`config.mk`:
```
export PLATFORM = sky130hd
export DESIGN_NAME = exe_stage_mc
export DESIGN_NICKNAME = d
export VERILOG_FILES = /design/src/rtl/exe_stage_mc.sv
export SDC_FILE = /design/constraint.sdc
export NUM_CORES = 1
export LEC_CHECK = 0
export CAP_MARGIN = 40
export CORE_ASPECT_RATIO = 0.5
export CORE_MARGIN = 3
export CORE_UTILIZATION = 49
export DETAILED_ROUTE_END_ITERATION = 12
export PLACE_DENSITY = 0.73
export SLEW_MARGIN = 25
export SYNTH_ARGS = -nofsm -noshare
export SYNTH_HDL_FRONTEND = slang
export SYNTH_SLANG_ARGS = --single-unit
```
`constraint.sdc`:
```
create_clock -name clk -period 6.05 [get_ports clk]
set_clock_uncertainty 0.2 [all_clocks]
set_input_delay 0.605 -clock clk [delete_from_list [all_inputs] [get_ports clk]]
set_output_delay 0.605 -clock clk [all_outputs]
set_load 0.01 [all_outputs]
```
`src/rtl/exe_stage_mc.sv`:
```
`default_nettype none
// ============================================================================
//  Module   : exe_stage_mc
//  Purpose  : Execute stage of the 5-stage pipeline. It performs operand
//             forwarding, single-cycle ALU operations and branch resolution,
//             and holds the EXE/MEM register. Iterative MUL/DIVU/REMU stall
//             the upstream stages through busy. The MEM-stage freeze holds
//             the whole stage.
//  Revision : 1.0 - initial release
// ============================================================================
module exe_stage_mc #(
   parameter int WIDTH  = 32,
   parameter int ADDR_W = 5,
   parameter int SH_W   = $clog2(WIDTH)
) (
   input  logic              clk,
   input  logic              rst,
   input  logic              freeze,
   input  logic [1:0]        fwd_sel1,
   input  logic [1:0]        fwd_sel2,
   input  logic [1:0]        fwd_sel_src,
   input  logic [3:0]        exe_cmd,
   input  logic [WIDTH-1:0]  val1,
   input  logic [WIDTH-1:0]  val2,
   input  logic [WIDTH-1:0]  reg2,
   input  logic [WIDTH-1:0]  pc,
   input  logic [1:0]        br_type,
   input  logic [WIDTH-1:0]  fwd_alu,
   input  logic [WIDTH-1:0]  fwd_wb,
   input  logic              wb_en_in,
   input  logic [1:0]        mem_sig_in,
   input  logic [ADDR_W-1:0] dest_in,
   output logic [WIDTH-1:0]  br_addr,
   output logic              br_taken,
   output logic              busy,
   output logic              wb_en_out,
   output logic [1:0]        mem_sig_out,
   output logic [ADDR_W-1:0] dest_out,
   output logic [WIDTH-1:0]  pc_out,
   output logic [WIDTH-1:0]  alu_res_out,
   output logic [WIDTH-1:0]  reg2_out
);

   localparam int              CNT_W      = $clog2(WIDTH);
   localparam logic [CNT_W-1:0] c_CNT_LAST = CNT_W'(WIDTH - 1);
   localparam logic [CNT_W-1:0] c_CNT_ONE  = CNT_W'(1);

   localparam logic [3:0] c_ADD  = 4'b0000;
   localparam logic [3:0] c_SUB  = 4'b0010;
   localparam logic [3:0] c_AND  = 4'b0100;
   localparam logic [3:0] c_OR   = 4'b0101;
   localparam logic [3:0] c_NOR  = 4'b0110;
   localparam logic [3:0] c_XOR  = 4'b0111;
   localparam logic [3:0] c_SLL  = 4'b1000;
   localparam logic [3:0] c_SRA  = 4'b1001;
   localparam logic [3:0] c_SRL  = 4'b1010;
   localparam logic [3:0] c_SLT  = 4'b1011;
   localparam logic [3:0] c_MUL  = 4'b1100;
   localparam logic [3:0] c_DIVU = 4'b1110;
   localparam logic [3:0] c_REMU = 4'b1111;

   localparam logic [1:0] c_BR_BEZ = 2'b01;
   localparam logic [1:0] c_BR_BNE = 2'b10;
   localparam logic [1:0] c_BR_JMP = 2'b11;

   typedef enum logic [1:0] {
      S_IDLE = 2'b00,
      S_RUN  = 2'b01,
      S_DONE = 2'b10
   } state_t;

   state_t            state_q;
   logic [CNT_W-1:0]  cnt_q;
   logic [WIDTH-1:0]  a_q;      // multiplicand (shifts left) / dividend->quotient
   logic [WIDTH-1:0]  b_q;      // multiplier (shifts right) / divisor
   logic [WIDTH-1:0]  acc_q;    // product accumulator / partial remainder
   logic [3:0]        cmd_q;

   logic [WIDTH-1:0]  op1, op2, src2;
   logic [WIDTH-1:0]  alu_d;
   logic [WIDTH-1:0]  mc_res;
   logic [WIDTH:0]    rem_shift;
   logic [WIDTH:0]    rem_sub;
   logic              q_bit;
   logic              is_multi;
   logic              start;
   logic              load_bubble;
   logic [SH_W-1:0]   shamt;

   // Forwarding muxes; select 11 falls back to the ID value
   always_comb begin
      op1  = val1;
      op2  = val2;
      src2 = reg2;
      case (fwd_sel1)
         2'b01:   op1 = fwd_alu;
         2'b10:   op1 = fwd_wb;
         default: op1 = val1;
      endcase
      case (fwd_sel2)
         2'b01:   op2 = fwd_alu;
         2'b10:   op2 = fwd_wb;
         default: op2 = val2;
      endcase
      case (fwd_sel_src)
         2'b01:   src2 = fwd_alu;
         2'b10:   src2 = fwd_wb;
         default: src2 = reg2;
      endcase
   end

   assign shamt    = op2[SH_W-1:0];
   assign is_multi = (exe_cmd == c_MUL) || (exe_cmd == c_DIVU) || (exe_cmd == c_REMU);
   assign start    = (state_q == S_IDLE) && is_multi && wb_en_in && !freeze;
   assign busy     = start || (state_q == S_RUN);
   // Bubbles go into EXE/MEM from the start cycle until the result is ready
   assign load_bubble = busy;

   // Single-cycle ALU; unlisted and multi-cycle codes produce zero here
   always_comb begin
      alu_d = '0;
      case (exe_cmd)
         c_ADD:   alu_d = op1 + op2;
         c_SUB:   alu_d = op1 - op2;
         c_AND:   alu_d = op1 & op2;
         c_OR:    alu_d = op1 | op2;
         c_NOR:   alu_d = ~(op1 | op2);
         c_XOR:   alu_d = op1 ^ op2;
         c_SLL:   alu_d = op1 << shamt;
         c_SRA:   alu_d = $unsigned($signed(op1) >>> shamt);
         c_SRL:   alu_d = op1 >> shamt;
         c_SLT:   alu_d = {{(WIDTH-1){1'b0}}, ($signed(op1) < $signed(op2))};
         default: alu_d = '0;
      endcase
   end

   // Branch target and condition; suppressed while a multi-cycle op owns the stage
   always_comb begin
      br_addr  = pc + {op2[WIDTH-1:2], 2'b00};
      br_taken = 1'b0;
      if (state_q == S_IDLE) begin
         case (br_type)
            c_BR_BEZ: br_taken = (op1 == '0);
            c_BR_BNE: br_taken = (op1 != src2);
            c_BR_JMP: br_taken = 1'b1;
            default:  br_taken = 1'b0;
         endcase
      end
   end

   // Restoring-divide step: shift in the next dividend bit and try to subtract.
   // A zero divisor always subtracts, giving an all-ones quotient and the
   // dividend as remainder without any special casing.
   assign rem_shift = {acc_q, a_q[WIDTH-1]};
   assign rem_sub   = rem_shift - {1'b0, b_q};
   assign q_bit     = (rem_shift >= {1'b0, b_q});
   assign mc_res    = (cmd_q == c_DIVU) ? a_q : acc_q;

   // Multi-cycle control FSM and iterative datapath, one bit per RUN cycle
   always_ff @(posedge clk) begin
      if (rst) begin
         state_q <= S_IDLE;
         cnt_q   <= '0;
         a_q     <= '0;
         b_q     <= '0;
         acc_q   <= '0;
         cmd_q   <= '0;
      end else if (!freeze) begin
         case (state_q)
            S_IDLE: begin
               if (start) begin
                  state_q <= S_RUN;
                  cnt_q   <= '0;
                  a_q     <= op1;
                  b_q     <= op2;
                  acc_q   <= '0;
                  cmd_q   <= exe_cmd;
               end
            end
            S_RUN: begin
               if (cmd_q == c_MUL) begin
                  if (b_q[0]) begin
                     acc_q <= acc_q + a_q;
                  end
                  a_q <= a_q << 1;
                  b_q <= b_q >> 1;
               end else begin
                  acc_q <= q_bit ? rem_sub[WIDTH-1:0] : rem_shift[WIDTH-1:0];
                  a_q   <= {a_q[WIDTH-2:0], q_bit};
               end
               cnt_q <= cnt_q + c_CNT_ONE;
               if (cnt_q == c_CNT_LAST) begin
                  state_q <= S_DONE;
               end
            end
            S_DONE: state_q <= S_IDLE;
            default: state_q <= S_IDLE;
         endcase
      end
   end

   // EXE/MEM pipeline register: bubble while busy, multi-cycle result in DONE
   always_ff @(posedge clk) begin
      if (rst) begin
         wb_en_out   <= 1'b0;
         mem_sig_out <= '0;
         dest_out    <= '0;
         pc_out      <= '0;
         alu_res_out <= '0;
         reg2_out    <= '0;
      end else if (!freeze) begin
         if (load_bubble) begin
            wb_en_out   <= 1'b0;
            mem_sig_out <= '0;
            dest_out    <= '0;
            pc_out      <= '0;
            alu_res_out <= '0;
            reg2_out    <= '0;
         end else begin
            wb_en_out   <= wb_en_in;
            mem_sig_out <= mem_sig_in;
            dest_out    <= dest_in;
            pc_out      <= pc;
            reg2_out    <= src2;
            alu_res_out <= (state_q == S_DONE) ? mc_res : alu_d;
         end
      end
   end

endmodule
`default_nettype wire

```
* After elaboration in Yosys (flattened, before gate mapping)
Index checks and enable logic that the tools add are counted.
Cells by class: equal/unequal tests 31, mux-type cells 30, reduce and logical (&&, ||, !) cells 16, bitwise logic cells 5, add/sub/neg operators 6, shift-type cells 3, order comparisons 2
Operator list (number):
- 32-bit 2-to-1 mux | 12
- 32-bit one-hot mux with 2 select lines | 6
- 32-bit one-hot mux with 10 select lines | 1
- 32-bit adder | 3
- 32-bit subtractor | 2
- 4-bit equality test (second input constant) | 9
- 33-bit by 32-bit greater-or-equal comparator with 1-bit output | 1
- 32-bit bitwise AND | 1
- 32-bit zero test | 1
- 32-bit < comparator | 1
- 32-bit != test | 1
- 32-bit NOT | 1
- 32-bit OR | 1
- 32-bit by 5-bit << shifter with 32-bit output | 1
- 32-bit by 5-bit right shift with 32-bit output | 1
- 32-bit by 5-bit >>> shifter with 32-bit output | 1
- 32-bit bitwise XOR | 1
- 4-bit by 3-bit equality test with 1-bit output (second input constant) | 4
- 2-bit equality test (second input constant) | 6
- 2-bit by 1-bit equality test with 1-bit output (second input constant) | 5
- 5-bit 2-to-1 mux | 2
- 5-bit one-hot mux with 2 select lines | 1
- 3-bit AND reduction | 3
- 4-bit AND reduction | 2
- 17 further kinds | 26
Word-level totals: register bits after elaboration 211, output and inout port bits 138, word-level logic and storage cells 105, input bits 215

* Longest topological paths before layout
depth after elaboration 8, mapped depth 22

* Worst setup path after synthesis
No wires, ideal clock.
path kind input to output, from input port fwd_sel2[0], to output port br_addr[31], stages on the path 19, arrival time 4.694 ns, slack 0.551 ns, cell sequence inv_1 -> ha_1 -> buf_6 -> o21a_1 -> inv_1 -> clkbuf_1 -> clkbuf_1 -> clkbuf_1 -> ha_1 -> a211oi_1 -> o21ai_0 -> o211ai_1 -> a31oi_1 -> o221ai_1 -> a21oi_1 -> and4_1 -> a2111oi_0 -> a21oi_1 -> xnor2_1
On the way: longest elaborated chain between the ends 3, elaborated cells on any way between the ends 4, those cells by class add/sub: 1; eq/ne: 2; mux: 1
Ends and longest elaborated chain:
- from (decl) | line 20 | input logic [1:0] fwd_sel2,
- 2-bit equality test / 2-bit by 1-bit equality test with 1-bit output (equally long branches) | line 100 | case (fwd_sel2)
- 32-bit one-hot mux with 2 select lines (*) | line 100
- 32-bit adder (*) | line 139 | br_addr = pc + {op2[WIDTH-1:2], 2'b00};
- to (decl) | line 33 | output logic [WIDTH-1:0] br_addr,
Mark *: on every way between the ends. The rest lies on a longest branch, timed or not.

* Worst setup path in the final report
from input port fwd_sel2[0], to output port br_addr[30]
The elaborated chain is that of the path after synthesis.

==> impl_results.md <==
- Status: complete, no violations
- Slew margin rel.: between 40% and 50%
- Largest area contributor in the netlist: dfxtp_1
- Avg Cell Area, Syn: between 6 and 7 µm²
- Leakage: between 10 and 15 nW
- Setup_tns: 0 ns
- RSZ-0062 raised after global routing: yes
- GPL Wtd Cong: around 1.1
- WL/cell: between 20 and 30 µm
- Total of max-cap violations: 0
- Final Max Tran Viols: 0
- WHS: roughly 0.21 ns
- Number of synthesized register bits: 211
- Vias: roughly 31000
- Num ports: between 300 and 400
- Main flop type after synthesis: dfxtp_1
- Clock slew at reported path FFs: 0.07 ns
- Critical path fanouts, max: 28
- Initial Util: 49.9%
- Initial antenna violation count: 8
- Top cell type's share of synthesized area: 16.7%
- Share of cells above drive strength 1: about 8.2%
- Count leader, synth: nand2_1
- Worst VDD drop: between 200 and 250 µV
- Vias in the first global route: between 20000 and 30000
- Asr flop ratio synth: 0%
- Critical Path RT: 5.24 ns
- Startpoint types: input pin
- Fin crit share: a little over nine tenths
- Final Non-Filler Cells: between 4000 and 5000
- Die area: ~54000 µm²
- Port Buffers: between 300 and 400
- EDFF count, synth: 0
- CTS Hold Buffers Added: 0
- Gr usage total: a little under half
- Die Height: between 150 and 200 µm
- Number of fillers in the final layout: approximately 4800
- PD cells: roughly 220 nW/µm²
- CTS buffer count: 23
- H-tree Lvls: 1
- Syn nets: just over 4000
- Crit path DAT: just over 5 ns
- DP HPWL: 101000 µm
- Largest net degree at the start of global routing: slightly below 80
- Finish-stage setup viols: 0
- Final WS setup: about 0.12 ns
- Post-synth cell types: 83
- Floorplan row count: 58
- Fmax: 169 MHz
- Drt total wl: around 130000 µm
- DRC viols: 0
- Synth top cells by count: 492 x nand2_1, 409 x nor2_1, 364 x a21oi_1, 223 x o21ai_0, 211 x dfxtp_1
- First-pass GRT wire length: around 190000 µm
- Area contributors post-synth: dfxtp_1 17%, ha_1 10%, nand2_1 7.3%
- Nets: 4376
- CTS tree: done
- Post-route ant nets: 0
- Core area: ~50000 µm²
- Area growth from synthesis to layout: 22.5%
- Root Driver: clkbuf_16
- Iteration-0 DRC Markers: 4706
- Hold crit path type: in2reg
- Die X: about 330 µm
- Worst skew pair latency: 0.58 ns
- Post-placement worst setup slack: around 0.014 ns
- GRT Residual Overflow: 0
- Util after Layout: around three fifths
- Post-synthesis sequential area ratio: approximately 17%
- Measured slew at the worst slew-check pin: just under 0.9 ns
- Placed insts: ~4600
- Area of the mapped netlist: approximately 25000 µm²
- CTS max path bufs: 3
- CP endpoint kind: output port
- Pre-antenna DRT Iters: 6
- Final hold vios: 0
- Minimum clock period: just under 6 ns
- Ys Warns: 0
- Vias per cell: ~6.7
- Cells after Synth: 3653
- Kind of critical path: in2out
- Total clock sinks: around 210
## per-layer routing
metal	wire length (µm)	track usage (%)	vias to the layer above
met5	53	0	-
met4	6620	19.3	8
met3	17800	15.4	423
met2	52200	65.5	2144
met1	52300	60.8	14600
li1	-	-	13900
## final cells by class
| class | instances | area [µm²] | share of cell area [%] |
|---|---|---|---|
| inverter | 177 | 664 | 2.15 |
| multi-input combinational | 3007 | 19400 | 62.7 |
| sequential | 211 | 4220 | 13.7 |
| clock buffer | 29 | 638 | 2.07 |
| timing repair buffer | 532 | 4960 | 16.1 |
| antenna | 8 | 20.0 | 0.0648 |
| tap | 690 | 863 | 2.80 |
| clock inverter | 10 | 146 | 0.474 |
## worst max-delay path: stages
cell and delay, ns:
clkdlybuf4s50_1 0.48, inv_1 0.05, ha_2 0.23, buf_12 0.19, a22oi_1 0.18, o21a_1 0.20, inv_1 0.12, ha_1 0.34
nor2b_1 0.15, o21ai_0 0.21, a21boi_1 0.14, o31ai_1 0.44, a211oi_2 0.17, o31ai_1 0.23, buf_4 0.16, a31oi_1 0.11
a21o_1 0.21, a21oi_1 0.17, xnor2_1 0.15, clkdlybuf4s50_1 0.57
## report_power, final
part / switching [mW] / internal, mW / total (mW)
sequential: 0.0554 / 1.45 / 1.51
clock: 0.712 / 0.879 / 1.59
combinational: 2.33 / 1.42 / 3.76
## repair_timing
item / 4_1_cts / 5_1_grt
setup buffers: 0 / 1
endpoints found under the hold margin: 0 / 0
pin swaps: 0 / 1
endpoints found under the setup margin: 1 / 4
gates resized for setup: 2 / 10
## layout by cell type, fill, tap and decap left out, types with 19 or more instances in the layout
cell and n:
a211oi_1 53, a21o_1 65, a21oi_1 363, a221oi_1 20, a22oi_1 112, a311oi_1 59, a31oi_1 29, and3_1 19
buf_4 167, clkbuf_16 23, clkdlybuf4s50_1 348, dfxtp_1 211, ha_1 200, inv_1 173, mux2_2 42, mux2i_1 159
nand2_1 492, nand2b_1 29, nand3_1 55, nor2_1 404, nor2b_1 22, nor3_1 94, nor4_1 31, o211ai_1 50
o21ai_0 220, o21ai_1 26, o21bai_1 32, o221ai_1 19, o22ai_1 20, xnor2_1 98, xor2_1 27
## flip-flops by register name (all words and copies together) (netlist names), 4 cells and up
name         count
a_q             32
acc_q           32
alu_res_out     32
b_q             32
pc_out          32
reg2_out        32
cnt_q            5
dest_out         5
cmd_q            4
## cell families (layout without fill, tap and decap cells)
| group | count (synthesis) | count (layout) | share of synthesized area [%] |
|---|---|---|---|
| compound gates | 1251 | 1251 | 32.5 |
| simple gates | 1219 | 1219 | 20.7 |
| buf+inv | 435 | 748 | 6.88 |
| flops | 211 | 211 | 16.7 |
| fa+ha+maj | 209 | 209 | 10.5 |
| mux | 203 | 203 | 8.30 |
| xor+xnor | 125 | 125 | 4.34 |
| other cells | 0 | 8 | 0 |
## stage by stage
stage	power [mW]	instance area, µm²
floorplan	3.66	25200
global placement	5.07	29900
detailed placement	5.09	30000
CTS	6.67	30800
global route	7.09	30900
finish	6.86	30900
## path summary, 6_finish.rpt
kind                                      start         endpoint  slack [ns]  depth (start not counted)
worst max-delay path                fwd_sel2[0]      br_addr[30]        0.12                         20
worst min-delay path                        rst          a_q[30]        0.21                          2
worst max register to register          a_q[31]        acc_q[24]        1.85                         14
worst min register to register  alu_res_out[23]  alu_res_out[23]        0.27                          2
Power figures use the tool's default switching activity.
